[src/rtl/adder_arb_pkg.sv]
// ============================================================================
// Module      : adder_arb_pkg
// Description : Shared defaults and FSM state type for the adder arbiter.
// Revision    : 1.0 - initial release
// ============================================================================
`default_nettype none

package adder_arb_pkg;

    localparam int c_N_REQ_DEFAULT = 4;
    localparam int c_W_DEFAULT     = 4;
    localparam int c_CNT_W_DEFAULT = 8;

    typedef enum logic [0:0] {
        IDLE = 1'b0,
        HOLD = 1'b1
    } arb_state_e;

endpackage

`default_nettype wire

[src/rtl/adder.sv]
// ============================================================================
// Module      : adder
// Description : Plain W-bit modular adder (sum wraps, no carry out).
// Revision    : 1.0 - initial release
// ============================================================================
`default_nettype none

module adder #(
    parameter int W = 4
) (
    input  logic [W-1:0] a,
    input  logic [W-1:0] b,
    output logic [W-1:0] sum
);

    assign sum = a + b;

endmodule

`default_nettype wire

[src/rtl/adder_arbiter_rr_select.sv]
// ============================================================================
// Module      : rr_select
// Description : Combinational round-robin picker: first valid index at or
//               above the pointer, wrapping; one-hot grant plus encoded index.
// Revision    : 1.0 - initial release
// ============================================================================
`default_nettype none

module rr_select #(
    parameter int N    = 4,
    parameter int ID_W = $clog2(N)
) (
    input  logic [N-1:0]    req_valid,
    input  logic [ID_W-1:0] rr_ptr,
    input  logic            en,
    output logic [N-1:0]    grant,
    output logic [ID_W-1:0] idx,
    output logic            any
);

    always_comb begin
        grant = '0;
        idx   = '0;
        any   = 1'b0;
        for (int i = 0; i < N; i++) begin
            if (en && !any && req_valid[(int'(rr_ptr) + i) % N]) begin
                grant[(int'(rr_ptr) + i) % N] = 1'b1;
                idx                           = ID_W'((int'(rr_ptr) + i) % N);
                any                           = 1'b1;
            end
        end
    end

endmodule

`default_nettype wire

[src/rtl/adder_arbiter.sv]
// ============================================================================
// Module      : adder_arbiter
// Description : Round-robin arbiter sharing one W-bit adder between N_REQ
//               requesters, with a held valid/ready response and op counter.
// Revision    : 1.0 - initial release
// ============================================================================
`default_nettype none

module adder_arbiter
    import adder_arb_pkg::*;
#(
    parameter int N_REQ = c_N_REQ_DEFAULT,
    parameter int W     = c_W_DEFAULT,
    parameter int CNT_W = c_CNT_W_DEFAULT,
    parameter int ID_W  = $clog2(N_REQ)
) (
    input  logic               clk,
    input  logic               rst_n,
    input  logic [N_REQ-1:0]   req_valid,
    input  logic [N_REQ*W-1:0] req_a,
    input  logic [N_REQ*W-1:0] req_b,
    output logic [N_REQ-1:0]   req_ready,
    output logic               rsp_valid,
    input  logic               rsp_ready,
    output logic [W-1:0]       rsp_sum,
    output logic               rsp_carry,
    output logic [ID_W-1:0]    rsp_id,
    output logic [CNT_W-1:0]   op_count,
    output logic               busy
);

    arb_state_e       r_state;
    arb_state_e       w_state_nxt;
    logic [ID_W-1:0]  r_rr_ptr;
    logic [W-1:0]     r_sum;
    logic             r_carry;
    logic [ID_W-1:0]  r_id;
    logic [CNT_W-1:0] r_op_count;

    logic             w_can_accept;
    logic             w_accept;
    logic [ID_W-1:0]  w_idx;
    logic [W-1:0]     w_a;
    logic [W-1:0]     w_b;
    logic [W-1:0]     w_sum;
    logic             w_carry;
    logic [W-1:0]     w_a_arr [N_REQ];
    logic [W-1:0]     w_b_arr [N_REQ];

    genvar gi;
    generate
        for (gi = 0; gi < N_REQ; gi++) begin : g_unpack
            assign w_a_arr[gi] = req_a[gi*W +: W];
            assign w_b_arr[gi] = req_b[gi*W +: W];
        end
    endgenerate

    // Gating with rst_n keeps req_ready low for the whole reset interval.
    assign w_can_accept = rst_n && ((r_state == IDLE) || rsp_ready);

    rr_select #(
        .N    (N_REQ),
        .ID_W (ID_W)
    ) u_rr_select (
        .req_valid (req_valid),
        .rr_ptr    (r_rr_ptr),
        .en        (w_can_accept),
        .grant     (req_ready),
        .idx       (w_idx),
        .any       (w_accept)
    );

    assign w_a = w_a_arr[w_idx];
    assign w_b = w_b_arr[w_idx];

    adder #(
        .W (W)
    ) u_adder (
        .a   (w_a),
        .b   (w_b),
        .sum (w_sum)
    );

    assign w_carry = 1'(({1'b0, w_a} + {1'b0, w_b}) >> W);

    always_comb begin
        w_state_nxt = r_state;
        if (w_accept) begin
            w_state_nxt = HOLD;
        end else if (r_state == HOLD && rsp_ready) begin
            w_state_nxt = IDLE;
        end
    end

    always_ff @(posedge clk or negedge rst_n) begin
        if (!rst_n) begin
            r_state <= IDLE;
        end else begin
            r_state <= w_state_nxt;
        end
    end

    always_ff @(posedge clk or negedge rst_n) begin
        if (!rst_n) begin
            r_rr_ptr   <= '0;
            r_sum      <= '0;
            r_carry    <= 1'b0;
            r_id       <= '0;
            r_op_count <= '0;
        end else begin
            if (w_accept) begin
                r_sum    <= w_sum;
                r_carry  <= w_carry;
                r_id     <= w_idx;
                r_rr_ptr <= (w_idx == ID_W'(N_REQ - 1)) ? '0 : w_idx + 1'b1;
            end
            if (r_state == HOLD && rsp_ready) begin
                r_op_count <= r_op_count + 1'b1;
            end
        end
    end

    assign rsp_valid = (r_state == HOLD);
    assign busy      = (r_state == HOLD);
    assign rsp_sum   = r_sum;
    assign rsp_carry = r_carry;
    assign rsp_id    = r_id;
    assign op_count  = r_op_count;

endmodule

`default_nettype wire

[config.mk]
export PLATFORM = sky130hd
export DESIGN_NAME = adder_arbiter
export DESIGN_NICKNAME = d
export VERILOG_FILES = /design/src/rtl/adder_arb_pkg.sv /design/src/rtl/adder.sv /design/src/rtl/adder_arbiter_rr_select.sv /design/src/rtl/adder_arbiter.sv
export SDC_FILE = /design/constraint.sdc
export NUM_CORES = 1
export LEC_CHECK = 0
export ABC_AREA = 1
export BUFFER_PORTS_ARGS = -buffer_cell sky130_fd_sc_hd__buf_4
export CORE_ASPECT_RATIO = 1.4
export CORE_MARGIN = 10
export CORE_UTILIZATION = 45
export CTS_CLUSTER_DIAMETER = 60
export CTS_CLUSTER_SIZE = 24
export DETAILED_ROUTE_END_ITERATION = 10
export PLACE_DENSITY = 0.73
export RECOVER_POWER = 50
export SETUP_SLACK_MARGIN = 0.1
export SYNTH_ARGS = -nofsm -noshare
export SYNTH_HDL_FRONTEND = slang
export SYNTH_SLANG_ARGS = --single-unit
[constraint.sdc]
create_clock -name clk -period 3.16 [get_ports clk]
set_input_delay 0.632 -clock clk [delete_from_list [all_inputs] [get_ports clk]]
set_output_delay 0.632 -clock clk [all_outputs]
set_load 0.005 [all_outputs]
==> metrics <==
status=completed; Initial Util=47.3%; final core utilization=62.8%; Detailed Route WL=4.37 mm; Area growth syn-to-layout=32.7%; critical path peak fanout=16; Final Skew=0.00344 ns; crit-path cells=inv_4 > buf_4 > nand2_2 > nand3_2 > nand2_2 > nand3_4 > nand3_2 > buf_4 > nand2_4 > nand2_8 > nand2_1 > nand3_1 > nand2_1 > ha_1 > inv_1 > fa_1 > nand3b_1 > a31oi_1; Max Root-Sink Buffers=2; Synth top area share=25.7%; # fillers=359; Critical Path Sink Type=flip-flop; path type of the worst min-delay path=flip-flop to flip-flop; Synth Area per Inst=6.94 sq um; Slew Viols, Final=0; GRT met3 Usage=2.86%; first-pass GRT wire length=7.36 mm; CTS H-tree lvls=1; I/O pin cnt=60; Num Clock Sinks=18; met1 usage=14.3%; Vias/cell=4.89; Die H=93.9 um; Mapped Cells=253; period utilization=88.5%; syn nets=302; flip-flop and latch count after synthesis=18; largest net degree at the start of global routing=19; Synth Warn #=0; crit path buf inv count=4; Main synth FF type=dfrtp_1; Synth area leaders=dfrtp_1, nand2_1, inv_1; Synth cell types=30; DRC viols=0; fmax=358 MHz; Final Net Count=368; Seq/Total Area, Yosys=25.7%; n_diodes=0; Initial DRT Pass Iterations=4; die footprint=0.00683 sq mm; Final ANT Viol Nets=0; Async SR Flop Fraction=100%; area of the core=0.00371 sq mm; Worst Path Required=3.34 ns; crit-path max cell delay=0.41 ns; DR WL/cell=12.2 um; antenna violations before repair=0; Num CTS Buffers=3; Synth Cell Area=0.00176 sq mm; dpl cells=356; GRT busiest layer=met2; DP Area=0.00226 sq mm; Crit Path Category=flip-flop to flip-flop; grt ovf=0; Final Setup Violations=0; Die Width=72.8 um; vias in the first global route=1,730; Pwr Total=2.79 mW; final hold viol count=0; Fin Setup TNS=0 ns; Buffers on Ports=59; RSZ-0062 raised after global routing=false; max-cap violation count=0; Skew-Pair Late Insertion Delay=0.25 ns; final std cells w/o fill=360; post-synth top area cell=dfrtp_1; grt met2 use=22.5%; Root Driver=clkbuf_8; Startpoint Class=flip-flop; Reg clk slew, reported paths=0.07 ns; row cnt=26; critical path arrival=2.97 ns; routed via count=1,761; Final Critical Period=2.80 ns; Global Route Usage Sum=12.7%; commonest cells in the synthesized netlist=nand2_1, inv_1, nand3_1; hpwl dp=3.68 mm; Rel. slew slack=39.3%; Slew @ Worst Pin=0.911 ns; Peak supply drop=0.784 mV; pwr/cell area=1200 mW/mm^2; CP delay by family, top=simple AND/OR/NAND/NOR gates; Post-CTS Setup Repair Bufs=0; layout cells sized above 1=31.1%; GP Congestion=0.978; Slowest-stage cell, CP=dfrtp_1; cell area after layout=0.00233 sq mm; CTS tree=done; 1st-iter DRT viols=101; most common cell in the netlist=nand2_1; Post-synth EDFFs=0; Pleak=1.33 nW
[layout by cell type (no fill, tap or decap), drive strengths merged, types with 3 or more instances in the layout]
cell type	n
nand2	93
buf	60
inv	44
nand3	37
dfrtp	18
clkbuf	10
ha	9
a21oi	7
o21ai	7
nand4	6
nor2	6
xor2	5
o22ai	4
xnor2	4
nand3b	3
[report_power, final]
part           switching, mW  internal, mW
clock network         0.0755         0.111
logic                   1.26         0.900
registers             0.0873         0.350
[final cells by class]
cell class / instances / area [sq um] / area share [%]
Multi-Input combinational cell: 185 / 1110 / 47.9
Timing Repair Buffer: 66 / 484 / 20.8
Sequential cell: 18 / 450 / 19.3
Inverter: 45 / 173 / 7.41
Clock buffer: 4 / 55.1 / 2.36
Tap cell: 42 / 52.6 / 2.26
[per-layer routing]
| layer | share of wire, % | wire length [um] |
|---|---|---|
| met1 | 41 | 1790 |
| met3 | 5.3 | 234 |
| met4 | 2.3 | 101 |
| met5 | 0 | 0 |
| met2 | 51 | 2250 |
[logic make-up after synthesis]
group           count (synthesis)  synth area share (%)
fa+ha+maj                      10                  7.56
buf+inv                        50                  12.5
xor+xnor                        9                  4.49
simple gates                  146                  43.0
compound gates                 20                  6.84
flops                          18                  25.7
[metrics by stage]
stage	hold slack [ns]	setup WS [ns]
final	0.480	0.363
after global routing	0.500	0.112
after CTS	0.330	0.191
after detailed placement	0.467	0.0400
after global placement	0.464	0.123
after floorplan	0.336	0.287
[path summary, 6_finish.rpt]
check / startpoint / end / slack (ns) / depth (start not counted)
hold reg to reg: rsp_id[0] / rsp_id[0] / 0.48 / 2
min in group asynchronous: rst_n / op_count[0] / 0.61 / 2
setup reg to reg: r_rr_ptr[0] / rsp_carry / 0.36 / 18
max in group asynchronous: rst_n / r_rr_ptr[0] / 2.00 / 2
setup / recovery: r_rr_ptr[0] / rsp_carry / 0.36 / 18
hold / removal: rsp_id[0] / rsp_id[0] / 0.48 / 2
[sequential cells by signal (all words and copies together), names as in the netlist]
name,cells
rsp_carry,1
rsp_sum,4
op_count,8
rsp_id,2
busy,1
r_rr_ptr,2
[timing repair]
action                                 in CTS  in global routing
setup endpoints to repair                   0                  4
endpoints found under the hold margin       0                  0
hold buffers                                0                  0
resized for setup                           0                  5
[worst register-to-register path: stages, from the launching register on]
cell and delay, ns:
dfrtp_1 0.41, inv_4 0.08, buf_4 0.18, nand2_2 0.07, nand3_2 0.10, nand2_2 0.12
nand3_4 0.17, nand3_2 0.10, buf_4 0.16, nand2_4 0.09, nand2_8 0.09, nand2_1 0.07
nand3_1 0.07, nand2_1 0.08, ha_1 0.15, inv_1 0.05, fa_1 0.38, nand3b_1 0.18
a31oi_1 0.16
Note: power is estimated with default switching activity, not from simulation.
